### src/rtl/params_pkg.sv
// Shared widths and types for the CPU-side memory path.
package params_pkg;

  localparam int unsigned ADDR_WIDTH          = 32;
  localparam int unsigned DATA_WIDTH          = 32;
  localparam int unsigned DEFAULT_ARB_TIMEOUT = 64;

  typedef enum logic [1:0] {
    BYTE = 2'd0,
    HALF = 2'd1,
    WORD = 2'd2
  } access_size_t;

  typedef enum logic [1:0] {
    IDLE  = 2'd0,
    ISSUE = 2'd1,
    WAIT  = 2'd2
  } arb_state_t;

  typedef enum logic {
    OWNER_FETCH = 1'b0,
    OWNER_DATA  = 1'b1
  } arb_owner_t;

endpackage

### src/rtl/mem_port_arbiter.sv
// Shares the single imem request/response port between instruction fetch and
// load/store, with data priority, a fetch starvation guard and a response timeout.
module mem_port_arbiter
  import params_pkg::*;
#(
  parameter int unsigned ADDR_WIDTH     = params_pkg::ADDR_WIDTH,
  parameter int unsigned DATA_WIDTH     = params_pkg::DATA_WIDTH,
  parameter int unsigned MAX_DATA_BURST = 4,
  parameter int unsigned TIMEOUT        = DEFAULT_ARB_TIMEOUT
) (
  input  logic                  clk_i,
  input  logic                  rst_i,
  input  logic                  if_req_valid_i,
  input  logic [ADDR_WIDTH-1:0] if_req_addr_i,
  output logic                  if_req_ready_o,
  output logic                  if_rsp_valid_o,
  output logic [DATA_WIDTH-1:0] if_rsp_data_o,
  input  logic                  dm_rd_req_valid_i,
  input  logic                  dm_wr_req_valid_i,
  input  logic [ADDR_WIDTH-1:0] dm_req_addr_i,
  input  logic [DATA_WIDTH-1:0] dm_wr_data_i,
  input  access_size_t          dm_req_size_i,
  output logic                  dm_req_ready_o,
  output logic                  dm_rsp_valid_o,
  output logic [DATA_WIDTH-1:0] dm_rsp_data_o,
  output logic                  mem_rd_req_valid_o,
  output logic                  mem_wr_req_valid_o,
  output logic                  mem_req_is_instr_o,
  output logic [ADDR_WIDTH-1:0] mem_req_address_o,
  output logic [DATA_WIDTH-1:0] mem_wr_data_o,
  output access_size_t          mem_req_access_size_o,
  input  logic                  mem_data_valid_i,
  input  logic                  mem_data_is_instr_i,
  input  logic [DATA_WIDTH-1:0] mem_data_i,
  output logic                  err_timeout_o,
  output logic                  err_tag_o
);

  localparam int unsigned BURST_W = $clog2(MAX_DATA_BURST + 1);
  localparam int unsigned TMO_W   = $clog2(TIMEOUT + 1);

  arb_state_t            state_q, state_d;
  arb_owner_t            owner_q, owner_d;
  logic                  is_wr_q, is_wr_d;
  logic [BURST_W-1:0]    burst_q, burst_d;
  logic [TMO_W-1:0]      tmo_q, tmo_d;
  logic                  mem_rd_q, mem_rd_d;
  logic                  mem_wr_q, mem_wr_d;
  logic                  mem_instr_q, mem_instr_d;
  logic [ADDR_WIDTH-1:0] mem_addr_q, mem_addr_d;
  logic [DATA_WIDTH-1:0] mem_wdata_q, mem_wdata_d;
  access_size_t          mem_size_q, mem_size_d;
  logic                  err_timeout_q, err_timeout_d;
  logic                  err_tag_q, err_tag_d;

  logic                  data_req;
  logic                  fetch_wins;
  logic                  grant_fetch;
  logic                  grant_data;
  logic                  timed_out;
  logic                  rsp_fire;
  logic                  tag_bad;
  logic [DATA_WIDTH-1:0] rsp_data;

  // A waiting fetch wins when no data request is pending or its burst budget is spent.
  function automatic logic fetch_priority(input logic if_valid, input logic dm_valid,
                                          input logic burst_full);
    return if_valid && (!dm_valid || burst_full);
  endfunction

  always_comb begin
    data_req    = dm_rd_req_valid_i || dm_wr_req_valid_i;
    fetch_wins  = fetch_priority(if_req_valid_i, data_req,
                                 burst_q == BURST_W'(MAX_DATA_BURST));
    grant_fetch = (state_q == IDLE) && fetch_wins;
    grant_data  = (state_q == IDLE) && data_req && !fetch_wins;
    timed_out   = (state_q == WAIT) && !mem_data_valid_i && (tmo_q == TMO_W'(TIMEOUT - 1));
    rsp_fire    = (state_q == WAIT) && (mem_data_valid_i || timed_out);
    tag_bad     = (state_q == WAIT) && mem_data_valid_i &&
                  (mem_data_is_instr_i != (owner_q == OWNER_FETCH));
    // Store acks and timeouts return zero data.
    rsp_data    = ((state_q == WAIT) && mem_data_valid_i && !is_wr_q) ? mem_data_i : '0;
  end

  assign if_req_ready_o = grant_fetch;
  assign dm_req_ready_o = grant_data;
  assign if_rsp_valid_o = rsp_fire && (owner_q == OWNER_FETCH);
  assign dm_rsp_valid_o = rsp_fire && (owner_q == OWNER_DATA);
  assign if_rsp_data_o  = if_rsp_valid_o ? rsp_data : '0;
  assign dm_rsp_data_o  = dm_rsp_valid_o ? rsp_data : '0;

  always_comb begin
    state_d       = state_q;
    owner_d       = owner_q;
    is_wr_d       = is_wr_q;
    burst_d       = burst_q;
    tmo_d         = tmo_q;
    mem_rd_d      = 1'b0;
    mem_wr_d      = 1'b0;
    mem_instr_d   = mem_instr_q;
    mem_addr_d    = mem_addr_q;
    mem_wdata_d   = mem_wdata_q;
    mem_size_d    = mem_size_q;
    err_timeout_d = err_timeout_q || timed_out;
    err_tag_d     = err_tag_q || tag_bad;

    unique case (state_q)
      IDLE: begin
        if (!if_req_valid_i || grant_fetch) begin
          burst_d = '0;
        end else if (grant_data && (burst_q != BURST_W'(MAX_DATA_BURST))) begin
          burst_d = burst_q + BURST_W'(1);
        end
        if (grant_fetch) begin
          state_d     = ISSUE;
          owner_d     = OWNER_FETCH;
          is_wr_d     = 1'b0;
          mem_rd_d    = 1'b1;
          mem_instr_d = 1'b1;
          mem_addr_d  = if_req_addr_i;
          mem_wdata_d = '0;
          mem_size_d  = WORD;
        end else if (grant_data) begin
          // Simultaneous rd and wr is treated as a write.
          state_d     = ISSUE;
          owner_d     = OWNER_DATA;
          is_wr_d     = dm_wr_req_valid_i;
          mem_rd_d    = !dm_wr_req_valid_i;
          mem_wr_d    = dm_wr_req_valid_i;
          mem_instr_d = 1'b0;
          mem_addr_d  = dm_req_addr_i;
          mem_wdata_d = dm_wr_data_i;
          mem_size_d  = dm_req_size_i;
        end
      end
      ISSUE: begin
        state_d = WAIT;
        tmo_d   = '0;
      end
      WAIT: begin
        if (rsp_fire) begin
          state_d = IDLE;
          tmo_d   = '0;
        end else begin
          tmo_d = tmo_q + TMO_W'(1);
        end
      end
      default: state_d = IDLE;
    endcase
  end

  always_ff @(posedge clk_i) begin
    if (rst_i) begin
      state_q       <= IDLE;
      owner_q       <= OWNER_DATA;
      is_wr_q       <= 1'b0;
      burst_q       <= '0;
      tmo_q         <= '0;
      mem_rd_q      <= 1'b0;
      mem_wr_q      <= 1'b0;
      mem_instr_q   <= 1'b0;
      mem_addr_q    <= '0;
      mem_wdata_q   <= '0;
      mem_size_q    <= BYTE;
      err_timeout_q <= 1'b0;
      err_tag_q     <= 1'b0;
    end else begin
      state_q       <= state_d;
      owner_q       <= owner_d;
      is_wr_q       <= is_wr_d;
      burst_q       <= burst_d;
      tmo_q         <= tmo_d;
      mem_rd_q      <= mem_rd_d;
      mem_wr_q      <= mem_wr_d;
      mem_instr_q   <= mem_instr_d;
      mem_addr_q    <= mem_addr_d;
      mem_wdata_q   <= mem_wdata_d;
      mem_size_q    <= mem_size_d;
      err_timeout_q <= err_timeout_d;
      err_tag_q     <= err_tag_d;
    end
  end

  assign mem_rd_req_valid_o    = mem_rd_q;
  assign mem_wr_req_valid_o    = mem_wr_q;
  assign mem_req_is_instr_o    = mem_instr_q;
  assign mem_req_address_o     = mem_addr_q;
  assign mem_wr_data_o         = mem_wdata_q;
  assign mem_req_access_size_o = mem_size_q;
  assign err_timeout_o         = err_timeout_q;
  assign err_tag_o             = err_tag_q;

endmodule

### config.mk
export PLATFORM = sky130hd
export DESIGN_NAME = mem_port_arbiter
export DESIGN_NICKNAME = d
export VERILOG_FILES = /design/src/rtl/params_pkg.sv /design/src/rtl/mem_port_arbiter.sv
export SDC_FILE = /design/constraint.sdc
export NUM_CORES = 1
export LEC_CHECK = 0
export ABC_CLOCK_PERIOD_IN_PS = 1600
export CAP_MARGIN = 20
export CELL_PAD_IN_SITES_DETAIL_PLACEMENT = 0
export CELL_PAD_IN_SITES_GLOBAL_PLACEMENT = 1
export CORE_ASPECT_RATIO = 0.75
export CORE_MARGIN = 3
export CORE_UTILIZATION = 22
export DETAILED_ROUTE_END_ITERATION = 10
export PLACE_DENSITY_LB_ADDON = 0.1
export REMOVE_ABC_BUFFERS = 1
export SLEW_MARGIN = 20
export SYNTH_ARGS = -nofsm -noshare
export SYNTH_HDL_FRONTEND = slang
export SYNTH_SLANG_ARGS = --single-unit
### constraint.sdc
create_clock -name clk_i -period 1.6 [get_ports clk_i]
set_input_delay 0.32 -clock clk_i [delete_from_list [all_inputs] [get_ports clk_i]]
set_output_delay 0.32 -clock clk_i [all_outputs]
set_load 0.05 [all_outputs]
; Word-level counts from Yosys, hierarchy flattened
; Cells that the tools add are included.
; W data, S select, Z words.
[word_totals]
input_bits = 137
regBits = 85
elab_cells = 85
[op_classes]
n_bitwise = 3
n_reduce_logical = 34
addsub = 2
n_mux = 25
eq_ne = 8
[ops]
columns = op, n
row1 = $mux W32, 7
row2 = $pmux W7 S2, 1
row3 = $logic_and A1 B1 Y1, 13
row4 = $mux W2, 5
row5 = $mux W1, 8
row6 = $add A7 B1 Y7 const B, 1
row7 = $eq A7 B6 Y1 const B, 1
row8 = $mux W7, 1
row9 = $logic_not A1 Y1, 6
row10 = $logic_or A1 B1 Y1, 6
row11 = $mux W3, 2
row12 = $ne A3 B3 Y1 const B, 2
row13 = $pmux W2 S3, 1
row14 = $reduce_and A2 Y1, 3
row15 = $reduce_bool A2 Y1, 3
row16 = $reduce_or A4 Y1, 1
row17 = $add A3 B1 Y3 const B, 1
row18 = $eq A3 B3 Y1 const B, 1
row19 = $not A1 Y1, 3
row20 = $eq A2 B1 Y1 const B, 1
row21 = $eq A2 B2 Y1 const B, 1
row22 = $logic_not A2 Y1, 1
row23 = $ne A2 B2 Y1 const B, 1
row24 = $reduce_or A2 Y1, 1
row25 = $ne A1 B1 Y1, 1

; Logic depth before layout (Yosys ltp)
[logic_depth]
depth_word = 9
depth_mapped = 7

; Least setup slack after synthesis
; Ideal clock, no wire load.
[synth_timing]
path_type = register to output
startpoint = reg tmo_q[0]
endpoint = out if_rsp_valid_o
arrival_time_ns = 2.171
n_path_buf = 1
slack_ns = -0.891
stages_incl_launch_ff = 6
t_required_ns = 1.280
path_cell_list = dfxtp_1 ha_1 and3_1 clkbuf_1 a21oi_1 nor3b_1
[synth_via]
elab_chain_cells = 5
[synth_lines]
columns = item, line
row1 = start: declaration, mem_port_arbiter.sv:46  ; logic [TMO_W-1:0] tmo_q, tmo_d;
row2 = start signal: assignment, mem_port_arbiter.sv:172  ; tmo_q <= tmo_d;
row3 = $eq A7 B6 Y1, mem_port_arbiter.sv:77  ; timed_out = (state_q == WAIT) && !mem_data_valid_i && (tmo_q == TMO_W'(TIMEOUT - 1));
row4 = $logic_and A1 B1 Y1, mem_port_arbiter.sv:77
row5 = $logic_or A1 B1 Y1, mem_port_arbiter.sv:78  ; rsp_fire = (state_q == WAIT) && (mem_data_valid_i || timed_out);
row6 = $logic_and A1 B1 Y1, mem_port_arbiter.sv:78
row7 = $logic_and A1 B1 Y1, mem_port_arbiter.sv:87  ; assign if_rsp_valid_o = rsp_fire && (owner_q == OWNER_FETCH);
row8 = end: declaration, mem_port_arbiter.sv:16  ; output logic if_rsp_valid_o,
; No other way between the ends.

; Final worst setup path
[layout_timing]
startpoint = reg state_q[0]
endpoint = out dm_rsp_data_o[0]
[layout_via]
elab_chain_cells = 7
word_cells_on_any_way = 10
cone_classes = eq/ne (1) / mux (2) / reduce/logical (7)
[layout_lines]
columns = item, line
row1 = start: declaration, mem_port_arbiter.sv:42  ; arb_state_t state_q, state_d;
row2 = start signal: assignment, mem_port_arbiter.sv:168  ; state_q <= state_d;
row3 = $eq A2 B2 Y1 (*), "mem_port_arbiter.sv:77, mem_port_arbiter.sv:78, mem_port_arbiter.sv:82"
row4 = $logic_and A1 B1 Y1 (2 in a row), mem_port_arbiter.sv:77
row5 = $logic_or A1 B1 Y1, mem_port_arbiter.sv:78
row6 = $logic_and A1 B1 Y1, mem_port_arbiter.sv:78
row7 = $logic_and A1 B1 Y1, mem_port_arbiter.sv:88  ; assign dm_rsp_valid_o = rsp_fire && (owner_q == OWNER_DATA);
row8 = $mux W32 (*), mem_port_arbiter.sv:90  ; assign dm_rsp_data_o = dm_rsp_valid_o ? rsp_data : '0;
row9 = end: declaration, mem_port_arbiter.sv:25  ; output logic [DATA_WIDTH-1:0] dm_rsp_data_o,
; Every way passes the cells marked *; elsewhere a longest branch is shown, timed or not.

==> flow_summary.toml <==
[run_status]
outcome = "finished, violations left"
violations = "negative setup slack"

[cts]
cts.path.max_buffers = 2
cts.clk_slew.worst_paths_ns = 0.07
clk_latency_ns = 0.34
htree_levels = 3
tritoncts = "yes"
postCtsHoldBufs = 0
ctsRootBufferMaster = "clkbuf_16"
cts_sinks = 85
cts_buffers = 9

[synth]
synthFlopType = "dfxtp_1"
yosysMostFrequentCell = "dfxtp_1"
synth.area.top_cells = "dfxtp_1 (42%), a32oi_1 (13%), and2_1 (9.9%), a21oi_1 (4.6%), nand3_1 (4.0%)"
synth.top_cell.area_share_pct = 41.6
synth_area_per_cell_um2 = 8.87
synth_cell_types = 50
async_reset_ff_share_pct = 0
synth_seq_area_share_pct = 41.6
synth.largest_area_cell = "dfxtp_1"
ys_ff_latch = 85
netlist_instances = 461
synth_area_um2 = 4090
synth_edf_count = 0
netlist_top_cells_count = "dfxtp_1 (85), and2_1 (65), a32oi_1 (60)"
yosysWarnings = 0

[timing]
max_clock_freq_mhz = 467
fin_crit_ns = 2.14
finClkSkew_ns = 0.00791
setup_viol = 135
relSlewSlack_pct = 71.5
fin_crit_sh_pct = 134
worst_pin_slew_ns = 0.428
worst_slack_ns = -0.539
timing.setup.tns_ns = -39.47
rsz0062_at_grt = "true"
finalHoldViolCount = 0
final_max_slew_viol_count = 0

[routing]
wl_mm = 21.0
drt-pass1-iter-count = 4
ant_nets = 0
first_iter_violations = 263
via_per_inst = 4.82
drc = 0
vias = 5042
post_drt_wl_per_cell_um = 20.1

[pwr]
max-vdd-ir-drop_v = 0.000776
p_leak_nw = 3.88
powerDensity_nw_per_um2 = 1420

[setup_path]
critPathRequiredTime_ns = 1.28
crit_type = "flop to output pin"
critPathMaxFanout = 8
cp_data_arrival_time_ns = 1.82
startpoint_type = "flop"
worstSetupEndpointType = "output pin"

[floorplan]
fp.coreArea_um2 = 17900
die_w_um = 163
die_area_um2 = 20300
die_height_um = 124
core.rowCount = 42
initial_core_util_pct = 22.8
io_pins = 276

[placement]
portBuffers = 275
dpl.hpwl_mm = 13.6
dpl.cell_count = 974
gp_congestion = 0.817

[finish]
drive_above_1_share_pct = 50.1
synthToLayoutAreaGrowth_pct = 141
final_cell_count_no_fill = 1047
diodes = 0
nets = 943

[grt]
grt_pass1_vias = 5126
antenna_found_initial = 0
grt_overflow = 0
grt_max_degree = 63
grt_pass1_wl_mm = 30.4
track_usage_pct = 19.5

[min_path]
hold_path_class = "input pin to flop"

[run]
drv_cap = 0
metrics by stage:
stage          worst slack (ns)  hold WS, ns  cell area [um2]  power, mW  utilization (%)
5_1_grt                  -0.621        0.337             9840       14.6             54.9
3_5_place_dp             -0.446        0.446             7870       8.47             43.9
2_1_floorplan            -0.796        0.389             3810       5.97                -
6_report                 -0.539        0.341             9840       13.9             54.9
3_3_place_gp             -0.419        0.445             7870       8.43             43.9
4_1_cts                  -0.545        0.330             9370       13.5             52.3
cells by family (layout without fill, tap and decap cells):
logic type                 after synthesis  count (layout)  synth area share (%)
and+or+nand+nor                        170             170                  22.8
muxes                                    1               1                 0.245
buffers and inverters                   54             397                  7.56
xor gates and xnor gates                 4               4                 0.857
adders and majority gates                6               6                  1.84
AOI/OAI and AO/OA                      141             142                  25.1
DFF                                     85              85                  41.6
metal layers:
layer | up-vias | routed length, um | global-route usage [%]
met2 | 190 | 10600 | 35.0
met3 | 14 | 1580 | 5.29
met5 | - | 0 | 0
met1 | 2433 | 8610 | 23.7
li1 | 2405 | - | -
met4 | 0 | 182 | 3.59
path summary, 6_finish.rpt:
kind / start / endpoint / slack, ns / cells past startpoint
worst max-delay path: state_q[0]$_SDFFE_PP0P_ / dm_rsp_data_o[0] / -0.54 / 9
worst min-delay path: rst_i / err_timeout_o$_SDFF_PP0_ / 0.34 / 2
worst min register to register: tmo_q[6]$_SDFFE_PP0P_ / tmo_q[6]$_SDFFE_PP0P_ / 0.46 / 1
worst max register to register: state_q[1]$_SDFFE_PP0P_ / mem_wr_data_o[12]$_SDFFE_PP0P_ / -0.20 / 12
critical path, stage by stage (launching register included):
cell	delay (ns)
dfxtp_2	0.33
inv_2	0.07
ha_4	0.15
nand2_4	0.06
nor3b_4	0.21
buf_12	0.15
buf_12	0.11
buf_16	0.12
and2_4	0.15
buf_12	0.13
cell usage in the layout (no fill, tap or decap), types with 3 or more instances in the layout:
| cell type | netlist | layout |
|---|---|---|
| a21oi_1 | 38 | 32 |
| dfxtp_1 | 85 | 78 |
| buf_6 | 8 | 20 |
| nand3_1 | 33 | 31 |
| and2_4 | 0 | 65 |
| buf_12 | 0 | 87 |
| nand2_1 | 7 | 4 |
| inv_1 | 7 | 4 |
| clkinvlp_4 | 0 | 3 |
| o21ai_0 | 15 | 14 |
| a31oi_1 | 8 | 5 |
| nor2_1 | 39 | 38 |
| buf_8 | 0 | 4 |
| clkdlybuf4s50_1 | 0 | 135 |
| nand2b_1 | 3 | 3 |
| dfxtp_2 | 0 | 6 |
| buf_16 | 0 | 16 |
| clkbuf_16 | 0 | 11 |
| a32oi_1 | 60 | 27 |
| a31oi_4 | 0 | 3 |
| buf_4 | 6 | 108 |
| a21oi_2 | 0 | 5 |
| a32oi_2 | 0 | 33 |
| nor3_1 | 5 | 3 |
| ha_4 | 0 | 4 |
registers in the layout, indices dropped and copies added (netlist names):
register	flops
burst_q	3
mem_rd_req_valid_o	1
mem_req_is_instr_o	1
err_timeout_o	1
owner_q	1
tmo_q	7
err_tag_o	1
mem_wr_req_valid_o	1
state_q	2
mem_wr_data_o	32
is_wr_q	1
mem_req_access_size_o	2
mem_req_address_o	32
power breakdown:
part	switching [mW]	internal [mW]	total (mW)
sequential	0.303	2.58	2.88
clock	0.925	1.26	2.19
combinational	4.45	4.42	8.87
layout make-up:
type,count,area (um2)
clock buffer,10,239
clock inverter,6,70.1
fill,1546,8080
inverter,7,28.8
multi-input combinational,323,2770
sequential,85,1710
tap,242,303
timing repair buffer,374,4720
repair_timing:
action                     CTS  global route
cloned                      20             3
setup endpoints to repair  138           144
pin swaps                   90            46
buffers inserted            30            10
gates resized for setup    117            88
Power figures use the tool's default switching activity.
